## src/rtl/i2c_master_cmd_engine.sv

```systemverilog
// Byte-level I2C master: executes one START/STOP/READ/WRITE command at a time.
// Define I2C_CLOCK_STRETCH_EN to honour slave SCL stretching in data/ack slots.
module i2c_master_cmd_engine #(
  parameter int QUARTER_CYCLES = 32,
  parameter int CNT_W = $clog2(QUARTER_CYCLES)
) (
  input  logic       clk,
  input  logic       rst_n,
  input  logic       cmd_valid,
  output logic       cmd_ready,
  input  logic [1:0] cmd,
  input  logic [7:0] wr_data,
  input  logic       rd_ack,
  output logic       rsp_valid,
  output logic [7:0] rd_data,
  output logic       ack_received,
  output logic       busy,
  input  logic       sda_i,
  output logic       sda_oe,
  input  logic       scl_i,
  output logic       scl_oe
);

  typedef enum logic [2:0] {
    S_IDLE,
    S_START,
    S_STOP,
    S_BIT,
    S_ACK,
    S_DONE
  } state_e;

  localparam logic [1:0] C_START = 2'd0;
  localparam logic [1:0] C_STOP  = 2'd1;
  localparam logic [1:0] C_READ  = 2'd2;
  localparam logic [1:0] C_WRITE = 2'd3;

  localparam logic [CNT_W-1:0] LAST =
    CNT_W'(QUARTER_CYCLES - 1);

  state_e           state_q, state_d;
  logic [CNT_W-1:0] cnt_q, cnt_d;
  logic [1:0]       qtr_q, qtr_d;
  logic [2:0]       bit_q, bit_d;
  logic [1:0]       cmd_q, cmd_d;
  logic [7:0]       wr_q, wr_d;
  logic             rdack_q, rdack_d;
  logic [7:0]       sr_q, sr_d;
  logic [7:0]       rd_data_q, rd_data_d;
  logic             ack_q, ack_d;
  logic             sda_oe_q, sda_oe_d;
  logic             scl_oe_q, scl_oe_d;

  logic active;
  logic stall;
  logic q_last;
  logic slot_end;
  logic sample;

  assign active = (state_q == S_START) ||
                  (state_q == S_STOP)  ||
                  (state_q == S_BIT)   ||
                  (state_q == S_ACK);

`ifdef I2C_CLOCK_STRETCH_EN
  // Slave holds SCL low while we release it in the high phase.
  assign stall = ((state_q == S_BIT) ||
                  (state_q == S_ACK)) &&
                 !scl_oe_q && !scl_i &&
                 ((qtr_q == 2'd1) || (qtr_q == 2'd2));
`else
  logic unused_scl;
  assign unused_scl = scl_i;
  assign stall = 1'b0;
`endif

  assign q_last   = (cnt_q == LAST);
  assign slot_end = active && !stall && q_last &&
                    (qtr_q == 2'd3);
  assign sample   = active && !stall &&
                    (qtr_q == 2'd2) &&
                    (cnt_q == '0);

  always_comb begin
    state_d   = state_q;
    cnt_d     = cnt_q;
    qtr_d     = qtr_q;
    bit_d     = bit_q;
    cmd_d     = cmd_q;
    wr_d      = wr_q;
    rdack_d   = rdack_q;
    sr_d      = sr_q;
    rd_data_d = rd_data_q;
    ack_d     = ack_q;
    sda_oe_d  = sda_oe_q;
    scl_oe_d  = scl_oe_q;

    if (active && !stall) begin
      if (q_last) begin
        cnt_d = '0;
        qtr_d = qtr_q + 2'd1;
      end else begin
        cnt_d = cnt_q + 1'b1;
      end
    end

    unique case (state_q)
      S_IDLE: begin
        if (cmd_valid) begin
          cmd_d   = cmd;
          wr_d    = wr_data;
          rdack_d = rd_ack;
          cnt_d   = '0;
          qtr_d   = 2'd0;
          bit_d   = 3'd7;
          unique case (1'b1)
            cmd == C_START: state_d = S_START;
            cmd == C_STOP:  state_d = S_STOP;
            default:        state_d = S_BIT;
          endcase
        end
      end
      S_START, S_STOP: begin
        if (slot_end) state_d = S_DONE;
      end
      S_BIT: begin
        if (sample && cmd_q == C_READ)
          sr_d = {sr_q[6:0], sda_i};
        if (slot_end) begin
          if (bit_q == 3'd0) state_d = S_ACK;
          else bit_d = bit_q - 3'd1;
        end
      end
      S_ACK: begin
        if (sample && cmd_q == C_WRITE)
          ack_d = ~sda_i;
        if (slot_end) begin
          state_d = S_DONE;
          if (cmd_q == C_READ) rd_data_d = sr_q;
        end
      end
      S_DONE: state_d = S_IDLE;
      default: state_d = S_IDLE;
    endcase

    // Line levels follow the quarter being entered; IDLE/DONE hold.
    unique case (state_d)
      S_START: begin
        sda_oe_d = (qtr_d != 2'd0);
        scl_oe_d = qtr_d[1];
      end
      S_STOP: begin
        sda_oe_d = !qtr_d[1];
        scl_oe_d = (qtr_d == 2'd0);
      end
      S_BIT: begin
        scl_oe_d = (qtr_d == 2'd0) || (qtr_d == 2'd3);
        sda_oe_d = (cmd_d == C_WRITE) ? ~wr_d[bit_d] : 1'b0;
      end
      S_ACK: begin
        scl_oe_d = (qtr_d == 2'd0) || (qtr_d == 2'd3);
        sda_oe_d = (cmd_d == C_WRITE) ? 1'b0 : rdack_d;
      end
      default: ;
    endcase
  end

  always_ff @(posedge clk or negedge rst_n) begin
    if (!rst_n) begin
      state_q   <= S_IDLE;
      cnt_q     <= '0;
      qtr_q     <= 2'd0;
      bit_q     <= 3'd7;
      cmd_q     <= C_START;
      wr_q      <= 8'h00;
      rdack_q   <= 1'b0;
      sr_q      <= 8'h00;
      rd_data_q <= 8'h00;
      ack_q     <= 1'b0;
      sda_oe_q  <= 1'b0;
      scl_oe_q  <= 1'b0;
    end else begin
      state_q   <= state_d;
      cnt_q     <= cnt_d;
      qtr_q     <= qtr_d;
      bit_q     <= bit_d;
      cmd_q     <= cmd_d;
      wr_q      <= wr_d;
      rdack_q   <= rdack_d;
      sr_q      <= sr_d;
      rd_data_q <= rd_data_d;
      ack_q     <= ack_d;
      sda_oe_q  <= sda_oe_d;
      scl_oe_q  <= scl_oe_d;
    end
  end

  assign cmd_ready    = (state_q == S_IDLE);
  assign busy         = (state_q != S_IDLE);
  assign rsp_valid    = (state_q == S_DONE);
  assign rd_data      = rd_data_q;
  assign ack_received = ack_q;
  assign sda_oe       = sda_oe_q;
  assign scl_oe       = scl_oe_q;

endmodule

```

## config.mk

```make
export PLATFORM = sky130hd
export DESIGN_NAME = i2c_master_cmd_engine
export DESIGN_NICKNAME = d
export VERILOG_FILES = /design/src/rtl/i2c_master_cmd_engine.sv
export SDC_FILE = /design/constraint.sdc
export NUM_CORES = 1
export LEC_CHECK = 0
export ABC_AREA = 0
export BUFFER_PORTS_ARGS = -buffer_cell sky130_fd_sc_hd__buf_4
export CELL_PAD_IN_SITES_DETAIL_PLACEMENT = 2
export CELL_PAD_IN_SITES_GLOBAL_PLACEMENT = 2
export CORE_ASPECT_RATIO = 0.5
export CORE_MARGIN = 2
export CORE_UTILIZATION = 37
export DETAILED_ROUTE_END_ITERATION = 12
export PLACE_DENSITY_LB_ADDON = 0.05
export SLEW_MARGIN = 0
export SYNTH_ARGS = -nofsm -noshare
export SYNTH_HDL_FRONTEND = slang
export SYNTH_SLANG_ARGS = --single-unit
```

## constraint.sdc

```tcl
create_clock -name clk -period 3.2 [get_ports clk]
set_input_delay 0.64 -clock clk [delete_from_list [all_inputs] [get_ports clk]]
set_output_delay 0.64 -clock clk [all_outputs]
set_load 0.005 [all_outputs]
```

==> metrics.cfg, run 1 <==
[cts]
cts_buffers = 5
ctsResizeCount = 0
cts_max_path_buffers = 2
root_buffer = clkbuf_16
cts_tree = yes
clock_sinks = 43
postCtsSetupBuffers = 0
hold_buffers = 0
clkLatencyLatePin_ns = 0.29
htree_levels = 2
cts.clk_slew.worst_paths_ns = 0.06

[setup_path]
path_cells = ha_1 > and3_1 > ha_1 > and4_4 > a311o_1 > and2_4 > or3_1 > a32oi_1 > o21ai_1
r2r_setup_slack_ns = 0.38
r2r_end = sda_oe
cp_slowest_cell = dfrtp_1
cp-start-kind = flip-flop
rr_worst_depth = 9
setup.worst_path.end_class = flip-flop
slowest_delay_ns = 0.43
worstPathRequired_ns = 3.37
worst-path-buf-inv = 0
reg2reg_from = cnt_q[0]
critPathMaxFanout = 11
crit_family = simple AND/OR/NAND/NOR gates
worstPathArrival_ns = 2.98
critPathLaunch = cnt_q[0]
crit_top_cell = ha_1
path_class = flip-flop to flip-flop

[timing]
finalCriticalPeriod_ns = 2.82
worst_slew_pin_slew_ns = 0.662
clock_skew_ns = 0.00435
max_slew_margin_pct = 55.6
finalMaxSlewViolations = 0
fmax_ghz = 0.355
finalSetupViolCount = 0
final.period_utilization_pct = 88.0
rsz0062_at_grt = no
hold_viol_final = 0
tns_ns = 0
fin_ws_ns = 0.384

[synthesis]
syn_avg_cell_area_um2 = 10.5
synth_nets = 245
ys_async_sr_fraction_pct = 100
ys_types = 56
synth-edff-count = 0
netlist_top_cells_area = dfrtp_1, mux2_2, nand2_1, ha_1, dfstp_2
syn_area_um2 = 2320
yosysSeqAreaShare_pct = 46.5
yosysMostFrequentCell = dfrtp_1
yosys-top-cells-count = dfrtp_1, nand2_1, mux2_2
synth_top_area_share_pct = 43.1
ys_ff_latch = 43
yosys_warnings = 0
netlist_instances = 221
synth_largest_area_cell = dfrtp_1
synth_ff_type = dfrtp_1

[floorplanning]
start_util_pct = 38.3
die_w_um = 116
die_h_um = 60.0
ioPinCount = 30
dieArea_um2 = 6960
core_area_um2 = 6060
rows = 20

[detailed_routing]
drtPass1Iterations = 4
drt-total-wl_um = 5960
vias_per_cell = 5.34
num_vias = 1827
drtAntennaViolNets = 0
route.detailed.drc = 0
drtIter0Drc = 46
wl_per_cell_um = 17.4

[grt]
grt_max_degree = 44
grt_use_total_pct = 19.3
grt_pass1_vias = 1949
grt-ovfl-total = 0
antenna_found_initial = 0
grt_pass1_wl_um = 9980

[layout]
n_antenna_cell = 0
area_growth_pct = 19.2
drive_above_1_share_pct = 29.5
nNetsFinal = 277
n_fill_cell = 665
instances_no_fill = 342

[power_and_ir_drop]
irDropWorstVdd_v = 0.000260
power_leakage_nw = 1.33
power_mw = 1.57
power.density_nw_per_um2 = 567

[place]
placed_cells = 334
gp_congestion = 0.769
place_ws_ns = 0.366
dpl.hpwl_um = 4470
port_buffers = 28

[worst_hold_path]
hold_path.class = input pin to async pin

[flow_run]
drv_cap = 0

[status]
outcome = finished clean

==> where the power goes <==
group / switching (mW) / leakage (nW) / total [mW] / internal, mW
Sequential: 0.0714 / 0.544 / 0.697 / 0.626
Clock: 0.212 / 0.0669 / 0.500 / 0.288
Combinational: 0.193 / 0.721 / 0.371 / 0.178
==> metal layers <==
layer / up-vias / global-route usage (%) / share of wire, %
met3: 8 / 4.56 / 4.2
met5: - / 0 / 0
met1: 929 / 24.7 / 48
met2: 29 / 33.3 / 47
li1: 861 / - / -
met4: 0 / 5.10 / 0.91
==> area by class of cell <==
class | count | area [um2] | area share, %
tap | 88 | 110 | 3.98
clock buffer | 6 | 129 | 4.66
multi-input combinational | 158 | 1140 | 41.4
timing repair buffer | 32 | 240 | 8.69
clock inverter | 2 | 12.5 | 0.452
inverter | 13 | 48.8 | 1.76
sequential | 43 | 1080 | 39.0
==> per-stage QoR <==
step	cell area [um2]	util, %	hold WS (ns)
final	2770	45.7	0.342
after global routing	2770	45.7	0.383
after CTS	2770	45.7	0.365
after detailed placement	2620	43.3	0.464
after global placement	2620	43.3	0.459
after floorplan	2320	-	0.344
==> cells in the final DEF, fill, tap and decap left out, types with 2 or more instances in the layout <==
cell type / instances
a21o_1: 2
a21oi_1: 10
a32oi_1: 3
and2_1: 2
and3_1: 2
buf_4: 32
clkbuf_16: 5
dfrtp_1: 40
dfstp_2: 3
ha_1: 8
inv_1: 12
mux2_2: 18
mux2_4: 2
mux2i_1: 2
nand2_1: 32
nand2b_1: 8
nand3_1: 5
nand4_1: 4
nor2_1: 7
nor3_1: 4
o21a_1: 3
o21ai_0: 7
o21ai_1: 4
o22ai_1: 2
o41ai_1: 2
or2_1: 2
or3_1: 3
==> how the worst max path moves through the flow <==
stage / to / slack (ns) / cells past startpoint
2_1_floorplan: sda_oe / 0.68 / 10
3_3_place_gp: sda_oe / 0.45 / 9
5_1_grt: scl_oe / 0.13 / 10
3_5_place_dp: sda_oe / 0.37 / 9
4_1_cts: sda_oe / 0.37 / 9
6_report: sda_oe / 0.38 / 9
==> cell families (layout without fill, tap and decap cells) <==
family                     after synthesis  after routing  synth area share (%)
and+or+nand+nor                         82             82                  19.8
AOI/OAI and AO/OA                       45             45                  13.3
DFF                                     43             43                  46.5
muxes                                   23             23                  11.5
buffers and inverters                   20             53                  4.48
adders and majority gates                8              8                  4.32
==> sequential cells by signal, summed over array words and instances (netlist names) <==
name and cells:
cmd_q 2, scl_oe 1, qtr_q 2, bit_q 3, ack_received 1, rdack_q 1, wr_q 8, cnt_q 5
state_q 3, sda_oe 1, rd_data 8, sr_q 8
No activity file was read; power rests on OpenSTA's default activity.
==> run 2: changes to the inputs <==
- PLACE_DENSITY: not set -> 0.82
- PLACE_DENSITY_LB_ADDON: 0.05 -> not set
==> run 2 against run 1 <==
Compared with the run above:
- sequential share of layout area is 0.11 points higher
- global-route usage is 0.82 points higher
- routed wire length is 5.1% higher
- hold slack hardly changed
- total power is 0.30% higher
- core utilization is 0.12 points lower
- cell count is 0.29% lower
- critical path depth stayed put
- sequential cell count stayed put
- clock skew is 0.0029 ns higher
- die area stayed put
- first-iteration DRC count is 37% higher
==> metrics.cfg, run 2 (same netlist as run 1, synthesis figures left out) <==
[setup_path]
setup.worst_path.end_class = flip-flop
cp-start-kind = flip-flop
worstPathArrival_ns = 2.99
worstPathRequired_ns = 3.37
path_class = flip-flop to flip-flop
critPathMaxFanout = 11

[floorplanning]
die_w_um = 116
die_h_um = 60.0
core_area_um2 = 6060
dieArea_um2 = 6960
start_util_pct = 38.3
ioPinCount = 30
rows = 20

[detailed_routing]
drtIter0Drc = 63
vias_per_cell = 5.27
drt-total-wl_um = 6260
drtPass1Iterations = 4
num_vias = 1797
drtAntennaViolNets = 0
route.detailed.drc = 0
wl_per_cell_um = 18.4

[layout]
final_common_cell = dfrtp_1
n_fill_cell = 631
n_antenna_cell = 0
finalInstanceArea_um2 = 2760
layout_common_cells = dfrtp_1, nand2_1, buf_4, mux2_2, inv_1
nNetsFinal = 276
area_growth_pct = 18.9
instances_no_fill = 341
final_util_pct = 45.5
drive_above_1_share_pct = 29.2

[timing]
tns_ns = 0
fin_ws_ns = 0.374
finalSetupViolCount = 0
hold_viol_final = 0
max_slew_margin_pct = 48.9
fmax_ghz = 0.354
finalMaxSlewViolations = 0
finalCriticalPeriod_ns = 2.83
final.period_utilization_pct = 88.3
fin_hold_ws_ns = 0.342
worst_slew_pin_slew_ns = 0.763
rsz0062_at_grt = no
clock_skew_ns = 0.00722

[cts]
postCtsSetupBuffers = 0
root_buffer = clkbuf_16
clock_sinks = 43
cts_tree = yes
cts.clk_slew.worst_paths_ns = 0.07
clkLatencyLatePin_ns = 0.29
cts_buffers = 5
cts_max_path_buffers = 2
ctsResizeCount = 0
hold_buffers = 0
htree_levels = 2

[power_and_ir_drop]
power_mw = 1.57
power.density_nw_per_um2 = 570
irDropWorstVdd_v = 0.000285
power_leakage_nw = 1.33

[grt]
antenna_found_initial = 0
grt_pass1_vias = 1933
grt-ovfl-total = 0
grt_max_degree = 44
grt_pass1_wl_um = 10300
grt_use_total_pct = 20.1

[place]
placed_cell_area_um2 = 2620
placed_cells = 333
place_ws_ns = 0.363
dpl.hpwl_um = 4420
port_buffers = 28
gp_congestion = 0.788

[worst_hold_path]
hold_path.class = input pin to async pin

[flow_run]
drv_cap = 0

[status]
outcome = finished clean

-- run 2: report_power, final --
group	leakage, nW	total, mW	internal, mW	switching, mW
combinational	0.715	0.372	0.177	0.195
clock	0.0669	0.507	0.288	0.218
sequential	0.544	0.695	0.626	0.0691
-- run 2: path summary, 6_finish.rpt --
kind | start | endpoint | slack (ns) | depth (start not counted)
max | cnt_q[0] | sda_oe | 0.37 | 9
min | rst_n | cnt_q[1] | 0.34 | 1
max reg2reg | cnt_q[0] | sda_oe | 0.37 | 9
min reg2reg | rdack_q | rdack_q | 0.50 | 2
max in group asynchronous | rst_n | bit_q[1] | 2.45 | 1
min in group clk | rdack_q | rdack_q | 0.50 | 2
-- run 2: area by class of cell --
| cell class | instances | area, um2 | share of cell area, % |
|---|---|---|---|
| Timing Repair Buffer | 31 | 233 | 8.44 |
| Sequential cell | 43 | 1080 | 39.2 |
| Clock inverter | 2 | 12.5 | 0.454 |
| Multi-Input combinational cell | 158 | 1140 | 41.5 |
| Tap cell | 88 | 110 | 3.99 |
| Clock buffer | 6 | 129 | 4.67 |
| Inverter | 13 | 48.8 | 1.77 |
-- run 2: routing by layer --
layer	GRT usage [%]	vias to the layer above	routed length, um
met1	25.8	911	2910
met2	34.8	25	3080
met5	0	-	0
met3	4.87	7	201
li1	-	854	-
met4	5.10	0	64
-- run 2: worst max-delay path, stage by stage (launching register included) --
cell	delay, ns
dfrtp_1	0.42
ha_1	0.24
and3_1	0.19
ha_1	0.32
and4_4	0.22
a311o_1	0.37
and2_4	0.18
or3_1	0.39
a32oi_1	0.26
o21ai_1	0.10
